**config.mk**
```make
export PLATFORM = sky130hd
export DESIGN_NAME = barcode_rdr
export DESIGN_NICKNAME = d
export VERILOG_FILES = /design/src/rtl/barcode_pkg.sv /design/src/rtl/bc_sync.sv /design/src/rtl/barcode_rdr.sv
export SDC_FILE = /design/constraint.sdc
export NUM_CORES = 1
export LEC_CHECK = 0
export CORE_ASPECT_RATIO = 0.9
export CORE_MARGIN = 1.5
export CORE_UTILIZATION = 30
export CTS_CLUSTER_DIAMETER = 80
export CTS_CLUSTER_SIZE = 10
export DETAILED_ROUTE_END_ITERATION = 12
export GPL_TIMING_DRIVEN = 0
export MAX_ROUTING_LAYER = met4
export SYNTH_ARGS = -nofsm -noshare
export SYNTH_HDL_FRONTEND = slang
export SYNTH_SLANG_ARGS = --single-unit
export TNS_END_PERCENT = 10
```
**constraint.sdc**
```tcl
create_clock -name clk -period 2.9 [get_ports clk]
set_clock_uncertainty 0.15 [all_clocks]
set_input_delay 0.58 -clock clk [delete_from_list [all_inputs] [get_ports clk]]
set_output_delay 0.58 -clock clk [all_outputs]
set_load 0.01 [all_outputs]
```
**src/rtl/barcode_pkg.sv**
```systemverilog
// Shared types and defaults for the barcode reader.
package barcode_pkg;

  typedef enum logic [1:0] {
    IDLE,
    START,
    WAIT_FALL,
    SAMPLE
  } bc_state_t;

  localparam int TIMER_W_DEF    = 22;
  localparam int MIN_PERIOD_DEF = 16;

  // Station IDs occupy the low six bits; anything else on the track is not ours.
  localparam logic [1:0] ID_PREFIX = 2'b00;

endpackage

```
**src/rtl/bc_sync.sv**
```systemverilog
// Two-flop synchronizer for the raw barcode line plus an edge-detect flop.
module bc_sync (
  input  logic clk,
  input  logic rst_n,
  input  logic bc,
  output logic bc_s,
  output logic bc_fall,
  output logic bc_rise
);

  // [0] metastable capture, [1] synchronized level, [2] previous level
  logic [2:0] sync_q;
  logic [2:0] sync_d;

  always_comb begin
    sync_d = {sync_q[1:0], bc};
  end

  always_ff @(posedge clk) begin
    if (!rst_n) begin
      sync_q <= 3'b111;
    end else begin
      sync_q <= sync_d;
    end
  end

  assign bc_s    = sync_q[1];
  assign bc_fall = sync_q[2] & ~sync_q[1];
  assign bc_rise = ~sync_q[2] & sync_q[1];

endmodule

```
**src/rtl/barcode_rdr.sv**
```systemverilog
// Self-clocked barcode decoder: measures the start-bit period, samples 8 data
// bits MSB first and presents accepted station IDs with a sticky valid flag.
module barcode_rdr
  import barcode_pkg::*;
#(
  parameter int TIMER_W    = TIMER_W_DEF,
  parameter int MIN_PERIOD = MIN_PERIOD_DEF
) (
  input  logic       clk,
  input  logic       rst_n,
  input  logic       BC,
  input  logic       clr_ID_vld,
  output logic [7:0] ID,
  output logic       ID_vld
);

  localparam logic [TIMER_W-1:0] TIMER_MAX = '1;
  localparam logic [TIMER_W-1:0] TIMER_ONE = TIMER_W'(1);
  localparam logic [TIMER_W-1:0] MIN_P     = TIMER_W'(MIN_PERIOD);

  logic bc_s;
  logic bc_fall;
  logic bc_rise;

  bc_state_t          state_q,   state_d;
  logic [TIMER_W-1:0] timer_q,   timer_d;
  logic [TIMER_W-1:0] period_q,  period_d;
  logic [2:0]         bit_cnt_q, bit_cnt_d;
  logic [7:0]         shift_q,   shift_d;
  logic [7:0]         id_q,      id_d;
  logic               id_vld_q,  id_vld_d;

  logic [TIMER_W-1:0] timer_inc;
  logic [7:0]         shift_nxt;

  bc_sync u_sync (
    .clk     (clk),
    .rst_n   (rst_n),
    .bc      (BC),
    .bc_s    (bc_s),
    .bc_fall (bc_fall),
    .bc_rise (bc_rise)
  );

  always_comb begin
    state_d   = state_q;
    timer_d   = timer_q;
    period_d  = period_q;
    bit_cnt_d = bit_cnt_q;
    shift_d   = shift_q;
    id_d      = id_q;
    id_vld_d  = id_vld_q;
    timer_inc = timer_q + TIMER_ONE;
    shift_nxt = {shift_q[6:0], bc_s};

    // A frame completing on this edge overrides the acknowledge below.
    if (clr_ID_vld) begin
      id_vld_d = 1'b0;
    end

    case (state_q)
      IDLE: begin
        if (bc_fall) begin
          timer_d = '0;
          state_d = START;
        end
      end

      START: begin
        if (timer_q == TIMER_MAX) begin
          state_d = IDLE;
        end else if (bc_rise) begin
          if (timer_q >= MIN_P) begin
            period_d  = timer_q;
            bit_cnt_d = 3'd0;
            timer_d   = timer_inc;
            state_d   = WAIT_FALL;
          end else begin
            state_d = IDLE;
          end
        end else begin
          timer_d = timer_inc;
        end
      end

      WAIT_FALL: begin
        if (timer_q == TIMER_MAX) begin
          state_d = IDLE;
        end else if (bc_fall) begin
          timer_d = '0;
          state_d = SAMPLE;
        end else begin
          timer_d = timer_inc;
        end
      end

      SAMPLE: begin
        if (timer_q == TIMER_MAX) begin
          state_d = IDLE;
        end else begin
          timer_d = timer_inc;
          if (timer_q == period_q) begin
            shift_d   = shift_nxt;
            bit_cnt_d = bit_cnt_q + 3'd1;
            if (bit_cnt_q == 3'd7) begin
              state_d = IDLE;
              if (shift_nxt[7:6] == ID_PREFIX) begin
                id_d     = shift_nxt;
                id_vld_d = 1'b1;
              end
            end else begin
              state_d = WAIT_FALL;
            end
          end
        end
      end

      default: begin
        state_d = IDLE;
      end
    endcase
  end

  always_ff @(posedge clk) begin
    if (!rst_n) begin
      state_q   <= IDLE;
      timer_q   <= '0;
      period_q  <= '0;
      bit_cnt_q <= 3'd0;
      shift_q   <= 8'h00;
      id_q      <= 8'h00;
      id_vld_q  <= 1'b0;
    end else begin
      state_q   <= state_d;
      timer_q   <= timer_d;
      period_q  <= period_d;
      bit_cnt_q <= bit_cnt_d;
      shift_q   <= shift_d;
      id_q      <= id_d;
      id_vld_q  <= id_vld_d;
    end
  end

  assign ID     = id_q;
  assign ID_vld = id_vld_q;

endmodule
```
==> results of run 1 <==
-- sequential cells by signal (all words and copies together), names as in the netlist --
register	count
ID	8
state_q	2
period_q	22
ID_vld	1
bit_cnt_q	3
timer_q	22
u_sync.sync_q	3
shift_q	7
-- routing by layer --
metal  share of wire (%)  GRT usage (%)  vias to the layer above
met3                 3.9           4.00                        9
met2                  47           24.8                       55
met4                 1.1           4.36                        0
li1                    -              -                     1584
met1                  48           20.8                     1587
met5                   0              -                        -
-- logic make-up after synthesis --
| group | share of synthesized area, % |
|---|---|
| simple gates | 24.7 |
| compound gates | 20.7 |
| xor+xnor | 5.54 |
| fa+ha+maj | 1.44 |
| buf+inv | 6.44 |
| flops | 39.1 |
| mux | 2.01 |
-- worst max-delay path by stage --
stage / end / cells past startpoint
6_report: period_q[21] / 8
5_1_grt: period_q[14] / 8
4_1_cts: period_q[17] / 8
3_5_place_dp: period_q[21] / 8
3_3_place_gp: period_q[8] / 8
2_1_floorplan: timer_q[16] / 8
-- critical path, stage by stage, from the launching register on --
cell	delay [ns]
dfxtp_1	0.50
ha_1	0.25
and3_1	0.16
buf_2	0.14
nand4_1	0.25
o21ai_2	0.37
clkbuf_1	0.42
o21ai_1	0.14
a21oi_1	0.16
-- report_power, final --
group | internal, mW | leakage [nW] | switching (mW) | total [mW]
Clock | 0.771 | 0.159 | 0.403 | 1.17
Combinational | 0.0272 | 0.771 | 0.0729 | 0.100
Sequential | 0.939 | 0.548 | 0.00535 | 0.944
-- synthesized netlist by cell type (all sizes together) (2+ instances only) --
cell    instances  share of area [%]
dfxtp          68                 39
a21oi          50                7.2
nand3          39                5.8
o21ai          39                5.6
nand2          33                3.6
buf            22                3.7
xor2           22                5.5
clkbuf         20                2.2
or4            16                3.5
o31ai          14                3.2
nand4          10                1.8
nor4            8                1.9
and3            7                1.3
mux2i           7                2.0
nor2            7               0.76
and4            6                1.5
inv             5               0.54
nand2b          5               0.90
or3             5               0.90
and2            4               0.72
ha              4                1.4
nor2b           3               0.54
o211ai          3               0.65
o221ai          3               0.76
a21o            2               0.43
a32oi           2               0.50
nor3            2               0.76
nor3b           2               0.43
-- final cells by class --
class / count / area [um^2] / share of cell area [%]
clock inverter: 5 / 75.1 / 1.83
inverter: 5 / 18.8 / 0.457
timing repair buffer: 11 / 110 / 2.68
tap: 156 / 195 / 4.75
clock buffer: 11 / 243 / 5.91
multi-input combinational: 304 / 1900 / 46.2
buffer: 42 / 205 / 5.00
sequential: 68 / 1360 / 33.2
-- per-stage QoR --
stage          util, %  hold slack, ns  total power, mW  worst slack, ns  instances
3_3_place_gp      33.2           0.250             1.06            0.295        586
3_5_place_dp      33.2           0.252             1.06            0.238        586
4_1_cts           36.0           0.269             2.24            0.206        602
6_report          36.0           0.263             2.22            0.290        602
2_1_floorplan        -           0.236             1.03            0.724        419
5_1_grt           36.0           0.283             2.29           0.0207        602
-- repair_timing --
action                                  CTS  global route
hold buffers                              0             0
hold endpoints to repair                  0             0
gates resized for setup                   0             1
endpoints found under the setup margin    0            20
==> run metrics, run 1 <==
run status=complete, no violations; number of buffers on the longest clock path=2; TritonCTS clock tree=done; Clk pin slew, worst setup/hold paths=0.06 ns; Vias/cell=5.37; Worst Hold End=u_sync.sync_q[1]; power density over cell area=540 nW/um^2; origin of the worst min-delay path=u_sync.sync_q[0]; Num Clock Sinks=between 60 and 70; remaining routing DRC violations=0; antenna fix cells=0; Post-CTS Repair Setup Buffers=0; weighted congestion at the end of routability-driven global placement=0.811; Die Span Y=around 110 um; per-cell routed wire length=15.0 um; final period utilization=90.0%; number of buffers added by the clock tree synthesis step=9; global route overflow=0; mapped cell area=3480 um^2; Cell variety after synth=46; global-route wire length before repair=roughly 15000 um; warnings from Yosys=0; number of cells on the worst hold path=1; path type of the worst setup path=reg -> reg; capture point of the worst reg-to-reg path=period_q[21]; Die ar.=12300 um^2; logic depth of the worst register-to-register path=8; worst voltage drop across the vdd grid=281 uV; unrepaired setup endpoints after global routing=no; prevailing post-synth register cell=dfxtp_1; critical path capture point type=register; count of boundary I/O pins=13; max-slew headroom at the worst pin=63.1%; via count of the first global-routing pass=3025; count of input and output buffers=11; per-instance average area after synthesis=8.30 um^2; commonest cells after routing, fill and taps aside=dfxtp_1 (68), a21oi_1 (50), nand3_1 (38), nand2_1 (33), o21ai_1 (26); final hold viol count=0; Filler cells=1205; start point of the critical path=timer_q[0]; largest fanout of any net on the critical path=10; class of the worst hold path=reg -> reg; largest net degree at the start of global routing=12; worst slew pin tran=0.552 ns; post-route ant nets=0; Slew Viols, Final=0; startpoint of the most critical register-to-register path=timer_q[0]; core area=11400 um^2; clk_lat worst skew=0.33 ns; leakage power of the design=approximately 1.5 nW; total cell area at the placement stage=3780 um^2; commonest non-fill, non-tap cell in the layout=dfxtp_1; final non-filler cell area=4110 um^2; Iter 0 DRT Violations=a little over 300; total detailed-routing wirelength=9010 um; sequential share of the synthesized area=about two fifths; HPWL reported at the end of detailed placement=6350 um; # rows=37; All-Layer GR Usage=16.0%; Cells after Synth=419; Worst setup SP type=register; antenna violations before repair=0; First-pass DRT Iterations=4; number of endpoints failing setup at the final stage=0; highest clock frequency the design can meet=383 MHz; EDFF count, synth=0; ratio of cells with drive above 1 in the final layout=10.1%; Syn Nets=427; overall via count from detail_route=around 3200; Maximum Capacitance Violations=0; H-Tree Depth=3; clock period minus final worst setup slack=2.61 ns; Horiz. Die Dim=around 120 um; register bit total from synthesis=a little under 70; Synth-to-Final Area Change=18.0%; worst path required time=3.01 ns; arrival time of data at the critical path endpoint=2.72 ns; register-to-register setup slack=0.29 ns; number of nets in the final layout=449; Root Driver=clkbuf_16; Total Neg Setup Slack=0 ns; effective utilization at floorplan=30.5%; share of synthesized registers carrying an async set or reset=0%
Note: power is estimated with default switching activity, not from simulation.
==> run 2: changes to the inputs <==
--- a/config.mk
+++ b/config.mk
@@ -13,6 +13,7 @@
 export DETAILED_ROUTE_END_ITERATION = 12
 export GPL_TIMING_DRIVEN = 0
 export MAX_ROUTING_LAYER = met4
+export SLEW_MARGIN = 30
 export SYNTH_ARGS = -nofsm -noshare
 export SYNTH_HDL_FRONTEND = slang
 export SYNTH_SLANG_ARGS = --single-unit
==> results of run 2 <==
The final DEF is identical to that of run 1; final timing and power are the same.
==> run 3: changes to the inputs <==
--- a/config.mk
+++ b/config.mk
@@ -7,7 +7,7 @@
 export LEC_CHECK = 0
 export CORE_ASPECT_RATIO = 0.9
 export CORE_MARGIN = 1.5
-export CORE_UTILIZATION = 30
+export CORE_UTILIZATION = 45
 export CTS_CLUSTER_DIAMETER = 80
 export CTS_CLUSTER_SIZE = 10
 export DETAILED_ROUTE_END_ITERATION = 12
==> run 3 against run 2 <==
Hold slack better by 0.016 ns; setup slack better by 0.029 ns; maximum frequency rose by 1.1%; non-clock buffer count did not move; total power fell by 17%; cell area down 4.7%; count of clock-buffer cells in the layout fell by 1; sequential cell count did not move.
==> run metrics, run 3 (same netlist as run 1, synthesis figures left out) <==
Vias/cell=5.77; antenna fix cells=0; final hold viol count=0; combined buffer and inverter count along the critical path=2; count of input and output buffers=11; weighted congestion at the end of routability-driven global placement=about 0.83; Post-CTS Repair Setup Buffers=0; Clk pin slew, worst setup/hold paths=0.08 ns; area of the multi-input gates=roughly 1900 um^2; CP max-delay cell=dfxtp_1; worst voltage drop across the vdd grid=293 uV; Num Clock Sinks=68; worst path required time=between 3 and 4 ns; worst slew pin tran=0.531 ns; H-Tree Depth=3; Synth-to-Final Area Change=12.5%; All-Layer GR Usage=a little under a quarter; clock period minus final worst setup slack=2.58 ns; Worst setup SP type=register; ratio of cells with drive above 1 in the final layout=10.3%; total detailed-routing wirelength=8640 um; commonest non-fill, non-tap cell in the layout=dfxtp_1; Inst Count DP=526; global-route wire length before repair=14000 um; run status=complete, no violations; First-pass DRT Iterations=4; Die ar.=8270 um^2; path type of the worst setup path=reg -> reg; HPWL reported at the end of detailed placement=6220 um; TritonCTS clock tree=done; worst-path cell chain=ha_1, and3_1, buf_2, nand4_1, o21ai_2, clkbuf_1, o21ai_1, a21oi_1; combined flip-flop and latch cell area=1360 um^2; utilization after layout=52.1%; Die Span Y=86.4 um; unrepaired setup endpoints after global routing=no; Iter 0 DRT Violations=148; Total Neg Setup Slack=0 ns; clk_lat worst skew=roughly 0.35 ns; power density over cell area=~470 nW/um^2; Horiz. Die Dim=about 96 um; number of nets in the final layout=around 450; antenna violations before repair=0; overall via count from detail_route=3126; delay of the slowest cell on the worst path=0.50 ns; final cell count without fillers=around 540; leakage power of the design=about 1.4 nW; number of endpoints failing setup at the final stage=0; highest clock frequency the design can meet=387 MHz; number of buffers added by the clock tree synthesis step=9; effective utilization at floorplan=a little under half; Filler cells=roughly 770; core area=approximately 7500 um^2; number of buffers on the longest clock path=2; Root Driver=clkbuf_8; commonest cells after routing, fill and taps aside=dfxtp_1 (68), a21oi_1 (50), nand3_1 (38), nand2_1 (33), o21ai_1 (26); via count of the first global-routing pass=approximately 2800; class of the worst hold path=reg -> reg; global route overflow=0; # rows=30; max-slew headroom at the worst pin=64.5%; Slew Viols, Final=0; largest net degree at the start of global routing=13; count of boundary I/O pins=13; Design Power=1.84 mW; per-cell routed wire length=15.9 um; post-route ant nets=0; critical path capture point type=register; remaining routing DRC violations=0; cell family with the largest share of critical-path delay=compound AO/OA/AOI/OAI gates; arrival time of data at the critical path endpoint=2.71 ns; Maximum Capacitance Violations=0; hold buffer count at CTS=0; final period utilization=between 80 and 90%; largest fanout of any net on the critical path=10
run 3: final timing paths:
path	slack (ns)	start	cells past startpoint	to
setup / recovery	0.32	timer_q[0]	8	period_q[19]
hold / removal	0.28	u_sync.sync_q[0]	1	u_sync.sync_q[1]
setup reg to reg	0.32	timer_q[0]	8	period_q[19]
hold reg to reg	0.28	u_sync.sync_q[0]	1	u_sync.sync_q[1]
run 3: metrics by stage:
| stage | instance area (um^2) | setup WS (ns) | hold WS (ns) |
|---|---|---|---|
| after floorplan | 3480 | 0.724 | 0.236 |
| after global placement | 3710 | 0.250 | 0.249 |
| after detailed placement | 3710 | 0.228 | 0.266 |
| after CTS | 3910 | 0.214 | 0.288 |
| after global routing | 3910 | 0.0481 | 0.307 |
| final | 3910 | 0.319 | 0.279 |
run 3: layout make-up:
cell class	count	area share [%]
multi-input combinational	304	48.5
timing repair buffer	11	2.81
clock buffer	10	3.52
tap	96	3.07
inverter	5	0.480
buffer	42	5.24
sequential	68	34.8
clock inverter	6	1.63
run 3: power breakdown:
group	internal, mW	switching (mW)
logic	0.0272	0.0721
clock network	0.419	0.376
registers	0.937	0.00529
total	1.38	0.454
run 3: routing by layer:
| metal | GRT usage [%] | part of all wire, % |
|---|---|---|
| met1 | 30.2 | 48 |
| met2 | 34.5 | 46 |
| met3 | 4.74 | 3.6 |
| met4 | 6.82 | 1.6 |
| met5 | - | 0 |
run 3: what timing repair did:
| action | CTS | global route |
|---|---|---|
| hold endpoints to repair | 0 | 0 |
| gates resized for setup | 0 | 1 |
| endpoints found under the setup margin | 0 | 12 |
